$ cat config.mk
export PLATFORM = sky130hd
export DESIGN_NAME = fetch_if_stage_flat
export DESIGN_NICKNAME = d
export VERILOG_FILES = /design/src/rtl/fetch_if_stage_if.sv /design/src/rtl/fetch_if_stage.sv /design/src/flat_wrapper.sv
export SDC_FILE = /design/constraint.sdc
export NUM_CORES = 1
export LEC_CHECK = 0
export CAP_MARGIN = 30
export CORE_ASPECT_RATIO = 1.2
export CORE_MARGIN = 10
export CORE_UTILIZATION = 60
export CTS_BUF_LIST = sky130_fd_sc_hd__clkbuf_4 sky130_fd_sc_hd__clkbuf_8
export DETAILED_ROUTE_END_ITERATION = 10
export PLACE_DENSITY = 0.88
export SETUP_SLACK_MARGIN = 0.5
export SLEW_MARGIN = 20
export SYNTH_ARGS = -nofsm -noshare
export SYNTH_HDL_FRONTEND = slang
export SYNTH_SLANG_ARGS = --single-unit
$ cat constraint.sdc
create_clock -name clk -period 17.6 [get_ports clk]
set_clock_uncertainty 0.2 [all_clocks]
set_input_delay 4.4 -clock clk [delete_from_list [all_inputs] [get_ports clk]]
set_output_delay 4.4 -clock clk [all_outputs]
set_load 0.05 [all_outputs]
$ cat src/rtl/fetch_if_stage_if.sv
// Bundle of the fetch stage's instruction-memory, redirect and decode handshakes.
// master = the fetch stage, slave = its surroundings (imem, execute, decode).
interface fetch_if_stage_if #(
  parameter int XLEN = 64
);
  logic            imem_req;
  logic [XLEN-1:0] imem_addr;
  logic            imem_gnt;
  logic            imem_rvalid;
  logic [31:0]     imem_rdata;

  logic            redirect_valid;
  logic [XLEN-1:0] redirect_pc;

  logic            id_valid;
  logic            id_ready;
  logic [31:0]     id_instr;
  logic [XLEN-1:0] id_pc;
  logic [1:0]      id_imm_src;

  modport master (
    output imem_req, imem_addr,
    input  imem_gnt, imem_rvalid, imem_rdata,
    input  redirect_valid, redirect_pc,
    output id_valid, id_instr, id_pc, id_imm_src,
    input  id_ready
  );

  modport slave (
    input  imem_req, imem_addr,
    output imem_gnt, imem_rvalid, imem_rdata,
    output redirect_valid, redirect_pc,
    input  id_valid, id_instr, id_pc, id_imm_src,
    output id_ready
  );
endinterface

$ cat src/rtl/fetch_if_stage.sv
// RV64 instruction-fetch stage: owns the PC, issues one word fetch at a time and
// buffers returned words for decode. Define FETCH_PERF_CNT_EN to add stall/drop counters.
//
// state | meaning
// FETCH | no request outstanding; request when a buffer slot is free
// WAIT  | one request outstanding; its response will be buffered
// DROP  | one request outstanding; its response is stale and will be discarded
module fetch_if_stage #(
  parameter int              XLEN       = 64,
  parameter logic [XLEN-1:0] RESET_PC   = '0,
  parameter int              FIFO_DEPTH = 2
) (
  input  logic             clk,
  input  logic             rst_n,
  fetch_if_stage_if.master bus
`ifdef FETCH_PERF_CNT_EN
  ,
  output logic [31:0]      perf_stall_cnt,
  output logic [31:0]      perf_drop_cnt
`endif
);
  localparam int PTR_W = $clog2(FIFO_DEPTH);
  localparam int CNT_W = PTR_W + 1;

  typedef enum logic [1:0] {
    S_FETCH = 2'd0,
    S_WAIT  = 2'd1,
    S_DROP  = 2'd2
  } state_t;

  state_t           state_q, state_d;
  logic             run_q;
  logic [XLEN-1:0]  pc_q, pc_d;
  logic [XLEN-1:0]  issued_pc_q;
  logic [31:0]      buf_instr [FIFO_DEPTH];
  logic [XLEN-1:0]  buf_pc    [FIFO_DEPTH];
  logic [PTR_W-1:0] wr_ptr_q, rd_ptr_q, rd_ptr_d;
  logic [CNT_W-1:0] count_q, count_d;
  logic             req, issue, push, pop, id_valid, head_load;
  logic [31:0]      head_instr_d;
  logic [XLEN-1:0]  head_pc_d;
  logic [31:0]      id_instr_q;
  logic [XLEN-1:0]  id_pc_q;
  logic [1:0]       id_imm_src_q;

  function automatic logic [1:0] imm_src_of(input logic [6:0] opcode);
    case (opcode)
      7'b0100011: return 2'b01;
      7'b1100011: return 2'b10;
      7'b1101111: return 2'b11;
      default:    return 2'b00;
    endcase
  endfunction

  assign id_valid = (count_q != '0);
  assign pop      = id_valid && bus.id_ready && !bus.redirect_valid;

  always_comb begin
    state_d = state_q;
    pc_d    = pc_q;
    req     = 1'b0;
    issue   = 1'b0;
    push    = 1'b0;
    case (state_q)
      S_FETCH: begin
        // A slot is free here, and it stays reserved until the response returns.
        req = run_q && (count_q < CNT_W'(FIFO_DEPTH));
        if (req && bus.imem_gnt) begin
          issue   = 1'b1;
          state_d = S_WAIT;
          pc_d    = pc_q + XLEN'(4);
        end
      end
      S_WAIT: begin
        if (bus.imem_rvalid) begin
          push    = 1'b1;
          state_d = S_FETCH;
        end
      end
      S_DROP: begin
        if (bus.imem_rvalid) state_d = S_FETCH;
      end
      default: state_d = S_FETCH;
    endcase

    if (bus.redirect_valid) begin
      pc_d = bus.redirect_pc & ~XLEN'(3);
      push = 1'b0;
      // Anything still in flight after this edge belongs to the old path.
      if (issue || (state_q != S_FETCH && !bus.imem_rvalid)) state_d = S_DROP;
      else                                                   state_d = S_FETCH;
    end
  end

  always_comb begin
    rd_ptr_d = rd_ptr_q;
    count_d  = count_q;
    if (bus.redirect_valid) begin
      rd_ptr_d = '0;
      count_d  = '0;
    end else begin
      if (pop) rd_ptr_d = rd_ptr_q + PTR_W'(1);
      count_d = count_q + CNT_W'(push) - CNT_W'(pop);
    end
    head_load = (count_d != '0);
    // A push into an otherwise-empty buffer becomes the new head directly.
    if (push && (wr_ptr_q == rd_ptr_d)) begin
      head_instr_d = bus.imem_rdata;
      head_pc_d    = issued_pc_q;
    end else begin
      head_instr_d = buf_instr[rd_ptr_d];
      head_pc_d    = buf_pc[rd_ptr_d];
    end
  end

  always_ff @(posedge clk or negedge rst_n) begin
    if (!rst_n) begin
      state_q      <= S_FETCH;
      run_q        <= 1'b0;
      pc_q         <= RESET_PC;
      issued_pc_q  <= RESET_PC;
      wr_ptr_q     <= '0;
      rd_ptr_q     <= '0;
      count_q      <= '0;
      id_instr_q   <= '0;
      id_pc_q      <= '0;
      id_imm_src_q <= 2'b00;
    end else begin
      state_q  <= state_d;
      run_q    <= 1'b1;
      pc_q     <= pc_d;
      rd_ptr_q <= rd_ptr_d;
      count_q  <= count_d;
      if (issue) issued_pc_q <= pc_q;
      if (bus.redirect_valid) wr_ptr_q <= '0;
      else if (push)          wr_ptr_q <= wr_ptr_q + PTR_W'(1);
      if (head_load) begin
        id_instr_q   <= head_instr_d;
        id_pc_q      <= head_pc_d;
        id_imm_src_q <= imm_src_of(head_instr_d[6:0]);
      end
    end
  end

  always_ff @(posedge clk) begin
    if (push) begin
      buf_instr[wr_ptr_q] <= bus.imem_rdata;
      buf_pc[wr_ptr_q]    <= issued_pc_q;
    end
  end

  assign bus.imem_req   = req;
  assign bus.imem_addr  = pc_q;
  assign bus.id_valid   = id_valid;
  assign bus.id_instr   = id_instr_q;
  assign bus.id_pc      = id_pc_q;
  assign bus.id_imm_src = id_imm_src_q;

`ifdef FETCH_PERF_CNT_EN
  logic drop;
  assign drop = bus.imem_rvalid &&
                ((state_q == S_DROP) || (state_q == S_WAIT && bus.redirect_valid));

  always_ff @(posedge clk or negedge rst_n) begin
    if (!rst_n) begin
      perf_stall_cnt <= '0;
      perf_drop_cnt  <= '0;
    end else begin
      if (bus.id_ready && !id_valid && !bus.redirect_valid && (perf_stall_cnt != '1))
        perf_stall_cnt <= perf_stall_cnt + 32'd1;
      if (drop && (perf_drop_cnt != '1))
        perf_drop_cnt <= perf_drop_cnt + 32'd1;
    end
  end
`endif
endmodule

$ cat src/flat_wrapper.sv
// flat-port wrapper written by rule: the top's interface ports become plain ports
module fetch_if_stage_flat 
#(
  parameter int              XLEN       = 64,
  parameter logic [XLEN-1:0] RESET_PC   = '0,
  parameter int              FIFO_DEPTH = 2
)
  (clk, rst_n, bus_imem_req, bus_imem_addr, bus_imem_gnt, bus_imem_rvalid, bus_imem_rdata, bus_redirect_valid, bus_redirect_pc, bus_id_valid, bus_id_instr, bus_id_pc, bus_id_imm_src, bus_id_ready);
  fetch_if_stage_if #(.XLEN(XLEN)) bus_i ();
  input  logic clk;
  input  logic rst_n;
  output wire logic [$bits(bus_i.imem_req)-1:0] bus_imem_req;
  output wire logic [$bits(bus_i.imem_addr)-1:0] bus_imem_addr;
  input wire logic [$bits(bus_i.imem_gnt)-1:0] bus_imem_gnt;
  input wire logic [$bits(bus_i.imem_rvalid)-1:0] bus_imem_rvalid;
  input wire logic [$bits(bus_i.imem_rdata)-1:0] bus_imem_rdata;
  input wire logic [$bits(bus_i.redirect_valid)-1:0] bus_redirect_valid;
  input wire logic [$bits(bus_i.redirect_pc)-1:0] bus_redirect_pc;
  output wire logic [$bits(bus_i.id_valid)-1:0] bus_id_valid;
  output wire logic [$bits(bus_i.id_instr)-1:0] bus_id_instr;
  output wire logic [$bits(bus_i.id_pc)-1:0] bus_id_pc;
  output wire logic [$bits(bus_i.id_imm_src)-1:0] bus_id_imm_src;
  input wire logic [$bits(bus_i.id_ready)-1:0] bus_id_ready;
  assign bus_imem_req = bus_i.imem_req;
  assign bus_imem_addr = bus_i.imem_addr;
  assign bus_i.imem_gnt = bus_imem_gnt;
  assign bus_i.imem_rvalid = bus_imem_rvalid;
  assign bus_i.imem_rdata = bus_imem_rdata;
  assign bus_i.redirect_valid = bus_redirect_valid;
  assign bus_i.redirect_pc = bus_redirect_pc;
  assign bus_id_valid = bus_i.id_valid;
  assign bus_id_instr = bus_i.id_instr;
  assign bus_id_pc = bus_i.id_pc;
  assign bus_id_imm_src = bus_i.id_imm_src;
  assign bus_i.id_ready = bus_id_ready;
  fetch_if_stage #(.XLEN(XLEN), .RESET_PC(RESET_PC), .FIFO_DEPTH(FIFO_DEPTH)) u_core (.clk(clk), .rst_n(rst_n), .bus(bus_i));
endmodule
* Word level (Yosys, flattened, before mapping)
Memories as Yosys holds them, arrays and structs flattened. A register that Yosys moved wholly into a read port is not among the register bits.
Cells that the tools add are included.
** Word-level totals
- Register bits after elaboration :: 169
- Memory bits (writable) :: 192
- Input port bits :: 102
- Output and inout bits :: 164
- Logic and storage cells :: 68
- Memories :: 2
** Memories
- u_core.buf_pc :: words 2, width 64, rd ports 1, clocked after memory_dff 1, write ports 1, line fetch_if_stage.sv:36 : logic [XLEN-1:0] buf_pc [FIFO_DEPTH];
- u_core.buf_instr :: words 2, width 32, rd ports 1, clocked after memory_dff 0, write ports 1, line fetch_if_stage.sv:35 : logic [31:0] buf_instr [FIFO_DEPTH];
** Operators by class
- Add/sub/neg operators :: 5
- $lt $le $gt $ge :: 1
- Equality and inequality tests :: 8
- Muxes and demuxes :: 23
- Reduce and logical (&&, ||, !) cells :: 20
** Operator list (number)
- $mux 64 :: 3
- $add 64x3->64 const B :: 1
- $mux 32 :: 1
- $eq 7x7->1 const B :: 2
- $mux 1 :: 12
- $reduce_bool 2->1 :: 6
- $mux 2 :: 5
- $eq 7x6->1 const B :: 1
- $logic_and 1x1->1 :: 6
- $pmux 2 s3 :: 1
- $pmux 2 s2 :: 1
- $reduce_and 2->1 :: 2
- $logic_not 1->1 :: 3
- $ne 3x1->1 const B :: 1
- $ne 3x2->1 const B :: 1
- $add 1x1->1 const B :: 2
- $add 2x1->2 :: 1
- $eq 2x1->1 const B :: 1
- $eq 2x2->1 const B :: 1
- $logic_not 2->1 :: 1
- $lt 2x2->1 const B :: 1
- $reduce_or 2->1 :: 1
- $sub 2x1->2 :: 1
- $eq 1x1->1 :: 1
- $logic_or 1x1->1 :: 1

* Depth between registers and ports, before layout
- Word-level depth :: 10
- Mapped depth :: 14
- Mapped depth without buffers :: 12

* Worst setup path before layout
OpenSTA, ideal clock, no wires.
- Path kind :: in2reg
- Start point :: in bus_imem_rvalid
- End point :: mem u_core.buf_instr[0][0], enable pin
- Library setup time :: 0.547 ns
- Arrival :: 8.647 ns
- Data required time :: 16.853 ns
- Setup slack :: 8.206 ns
- Stages on the path :: 3
- Buffers on the path :: 0
- Path through :: nand2_1 or2_1 nor2_1
** On the way
- Longest elaborated chain between the ends :: 5
** RTL lines
- start: declaration :: line flat_wrapper.sv:15 : input wire logic [$bits(bus_i.imem_rvalid)-1:0] bus_imem_rvalid;
- $mux 1 :: line fetch_if_stage.sv:75 : if (bus.imem_rvalid) begin
- $mux 1 :: line fetch_if_stage.sv:64 : case (state_q)
- $mux 1 :: line fetch_if_stage.sv:86 : if (bus.redirect_valid) begin
- $mux 1 :: line fetch_if_stage.sv:146 : if (push) begin
- $mux 1 (not written as such) :: line fetch_if_stage.sv:147 : buf_instr[wr_ptr_q] <= bus.imem_rdata;
- end: declaration :: line fetch_if_stage.sv:35
Every way passes these cells.

* Worst setup path after layout
- Start point :: in bus_imem_rvalid
- End point :: reg u_core.id_instr_q[25] (netlist: u_core.bus.id_instr[25])
** On the way
- Longest elaborated chain between the ends :: 7
- Elaborated cells between the ends (all ways) :: 9
- Those cells by class :: add/sub (2); mux (5); reduce/logical (2)
** RTL lines
- $mux 1 (*) :: line fetch_if_stage.sv:75
- $mux 1 (*) :: line fetch_if_stage.sv:64
- $mux 1 (*) :: line fetch_if_stage.sv:86
- $add 2x1->2 :: line fetch_if_stage.sv:103 : count_d = count_q + CNT_W'(push) - CNT_W'(pop);
- $sub 2x1->2 :: line fetch_if_stage.sv:103
- $mux 2 :: line fetch_if_stage.sv:98 : if (bus.redirect_valid) begin
- $reduce_bool 2->1 :: line fetch_if_stage.sv:105 : head_load = (count_d != '0);
- end signal: assignment :: line fetch_if_stage.sv:138 : id_instr_q <= head_instr_d;
- end: declaration :: line fetch_if_stage.sv:42 : logic [31:0] id_instr_q;
Every way passes the cells marked *; elsewhere a longest branch is shown, timed or not.
A chain may end at the register's enable or synchronous reset.

==> results.json <==
{
  "cp-end-kind": "flip-flop",
  "synth_top_area_share_pct": 33.0,
  "path_class": "primary input to flip-flop",
  "seqPwrFrac_pct": 42.7,
  "ant_nets": 0,
  "core_um2": 28100,
  "hold_end": "u_core.bus.id_instr[27]$_DFFE_PN0P_",
  "cts.sinks": 415,
  "r2r_end": "u_core.bus.id_instr[25]$_DFFE_PN0P_",
  "drive_above_1_share_pct": 8.16,
  "synth.most_common_cell": "nand2_1",
  "place_congestion": 0.890,
  "firstDrtPassIters": 6,
  "finalNonFillerCells": 2206,
  "post_cts_buffers": 0,
  "design.portCount": 266,
  "internal_power_mw": 1.97,
  "place_inst": 2088,
  "arrival_ps": 8000,
  "setup_violations": 0,
  "synth.distinct_cells": 46,
  "grt_max_degree": 105,
  "row_count": 67,
  "synth_edf_count": 188,
  "synthFlopType": "dfrtp_1",
  "hold_viol": 0,
  "maxSlewViolCount": 0,
  "cpLargestDelayFamily": "buffers and inverters",
  "cts_tree": "built",
  "fin_ws_ps": 9900,
  "maxCapViolCount": 0,
  "crit_path_frequent_cell": "nand2_1",
  "root_buffer": "clkbuf_8",
  "clk_latency_ps": 620,
  "power_density_nw_per_um2": 147,
  "path_cells": "clkdlybuf4s50_1, nand2_1, or2_1, inv_1, ha_1, xor2_1, xnor2_1, a21o_4, buf_4, nand2_1, o21ai_0",
  "synth_area_leader_cell": "dfrtp_1",
  "drc": 0,
  "place_ws_ps": 9350,
  "seqCellArea_um2": 11300,
  "track_usage_pct": 23.9,
  "overflow": 0,
  "routed_wl_um": 43900,
  "ys_async_sr_fraction_pct": 54.7,
  "area_growth_syn_to_layout_pct": 24.5,
  "r2r_cells": 11,
  "dieHeight_um": 205,
  "cp.required_ps": 17900,
  "syn_inst": 1520,
  "worst-slew-pin-transition_ps": 950,
  "io_buffer_count": 259,
  "hold_start": "u_core.bus.id_instr[27]$_DFFE_PN0P_",
  "rsz0062_at_grt": "false",
  "cts-htree-levels": 2,
  "syn_area_um2": 17200,
  "fill_cells": 1728,
  "path_clk_slew_ps": 60,
  "vias": 12464,
  "status": "completed",
  "worstSetupStartpointType": "primary input",
  "static-leakage-power_nw": 9.37,
  "pwr-share-clk_pct": 25.9,
  "fin_area_um2": 21400,
  "synth_area_leaders": "dfrtp_1 33%, edfxtp_1 33%, nand2_1 7.7%",
  "placed_area_um2": 20100,
  "die_x_um": 175,
  "cpMaxStageDelayCell": "buf_4",
  "cts_buffer_depth": 3,
  "synth_common_cells": "352 x nand2_1, 227 x dfrtp_1, 188 x edfxtp_1",
  "grt_pass1_wl_um": 69200,
  "cts-hold-fix-buffers": 0,
  "seq_area_frac_synth_pct": 65.8,
  "cp_max_fo": 103,
  "cts_buffers": 61,
  "cp_num_buf_inv": 3,
  "drtIter0Drc": 928,
  "p_comb_share_pct": 31.3,
  "cts-resized-gates": 0,
  "peakVddDrop_uv": 132,
  "timing.fmax_mhz": 130,
  "slew_headroom_pct": 36.7,
  "timing.final.crit_share_pct": 43.7,
  "p_total_mw": 3.15,
  "initial_utilization_pct": 61.3,
  "p_sw_mw": 1.18,
  "syn_avg_cell_area_um2": 11.3,
  "grt_pass1_vias": 12908,
  "hold_class": "flip-flop to flip-flop",
  "critPathMaxStageDelay_ps": 860,
  "fin_crit_ps": 7700,
  "reg2reg_from": "u_core.state_q[0]$_DFFE_PN0P_",
  "wl_per_cell_um": 19.9,
  "ys_ff_latch": 415,
  "hold_depth": 2,
  "vias_per_cell": 5.65,
  "switching_share_pct": 37.5,
  "setup_tns_ps": 0,
  "multi_input_area_um2": 5520,
  "antenna_found_initial": 5,
  "hpwl_um": 27700,
  "fin_nets": 1881,
  "die_area_um2": 35900,
  "r2r_slack_ps": 13600,
  "ys_warn_count": 0
}
worst min-delay path: stages, from the launching register on:
cell and delay, ps:
dfrtp_1 340, nand2_1 40, o21ai_0 60
registers in the layout, indices dropped and copies added, names as in the netlist:
signal and flops:
u_core.count_q 2, u_core.issued_pc_q 62, u_core.bus.imem_addr 62, u_core.buf_instr 64, u_core.wr_ptr_q 1, u_core.state_q 2
u_core.bus.id_pc 62, u_core.buf_pc 124, u_core.bus.id_instr 32, u_core.run_q 1, u_core.rd_ptr_q 1, u_core.bus.id_imm_src 2
through the flow:
step                hold slack [ps]  utilization [%]
floorplan                       264                -
global placement                260             71.4
detailed placement              269             71.4
CTS                             283             76.1
global route                    307             76.3
finish                          279             76.3
cells by family (layout without fill, tap and decap cells):
group           after synthesis  in the layout  share of synthesized area, %
buf+inv                      99            401                          2.39
simple gates                571            571                          14.3
compound gates              261            261                          7.74
fa+ha+maj                     5              5                         0.364
other cells                   2              7                        0.0437
mux                         101            101                          5.94
xor+xnor                     66             66                          3.36
flops                       415            415                          65.8
placed cells by master, fill, tap and decap left out, drive strengths merged, types with 2 or more instances in the layout:
| master | n |
|---|---|
| and4b | 2 |
| dfrtp | 227 |
| clkinv | 17 |
| nor2b | 2 |
| conb | 5 |
| xor2 | 44 |
| nor4 | 5 |
| ha | 5 |
| o21ai | 161 |
| mux2i | 96 |
| and2 | 5 |
| or3 | 2 |
| a211oi | 2 |
| buf | 17 |
| nand4b | 3 |
| and3 | 17 |
| edfxtp | 188 |
| nand4 | 17 |
| inv | 13 |
| or2 | 3 |
| bufinv | 2 |
| nor3 | 8 |
| a21oi | 93 |
| nand2b | 2 |
| nor2 | 113 |
| clkdlybuf4s50 | 257 |
| or4 | 3 |
| and4 | 2 |
| diode | 2 |
| nand2 | 352 |
| a21o | 2 |
| nand3 | 34 |
| xnor2 | 22 |
| clkbuf | 94 |
| mux2 | 5 |
worst max path at each step:
stage,from,endpoint,slack (ps),cells past startpoint
2_1_floorplan,bus_imem_rvalid,u_core.buf_instr[0][0]$_DFFE_PP_,8210,3
6_report,bus_imem_rvalid,u_core.bus.id_instr[25]$_DFFE_PN0P_,9900,11
3_3_place_gp,bus_imem_rvalid,u_core.bus.id_pc[45]$_DFFE_PN0P_,9480,10
5_1_grt,bus_imem_rvalid,u_core.bus.id_pc[60]$_DFFE_PN0P_,9650,10
3_5_place_dp,bus_imem_rvalid,u_core.bus.id_pc[48]$_DFFE_PN0P_,9350,10
4_1_cts,bus_imem_rvalid,u_core.bus.id_instr[25]$_DFFE_PN0P_,9940,11
metal layers:
layer | vias up | routed length (µm) | GRT usage (%)
li1 | 5766 | - | -
met1 | 6160 | 17300 | 29.2
met2 | 438 | 22300 | 40.8
met3 | 94 | 2830 | 5.30
met4 | 6 | 1440 | 9.64
met5 | - | 47 | 0
cell type report:
type	count	area share (%)
diodes	2	0.0234
multi-input cells	1009	25.8
clock buffers	93	5.45
repair buffers	275	12.8
inverters	12	0.210
well taps	379	2.21
flip-flops and latches	415	52.9
clock inverters	21	0.724
power by group through the flow:
stage / Combinational, mW / Clock [mW] / Sequential, mW
CTS: 0.996 / 0.829 / 1.34
finish: 0.988 / 0.817 / 1.35
floorplan: 0.193 / 0 / 1.75
detailed placement: 0.989 / 0 / 1.36
global placement: 0.968 / 0 / 1.35
global route: 1.04 / 0.873 / 1.37
Power figures use the tool's default switching activity.
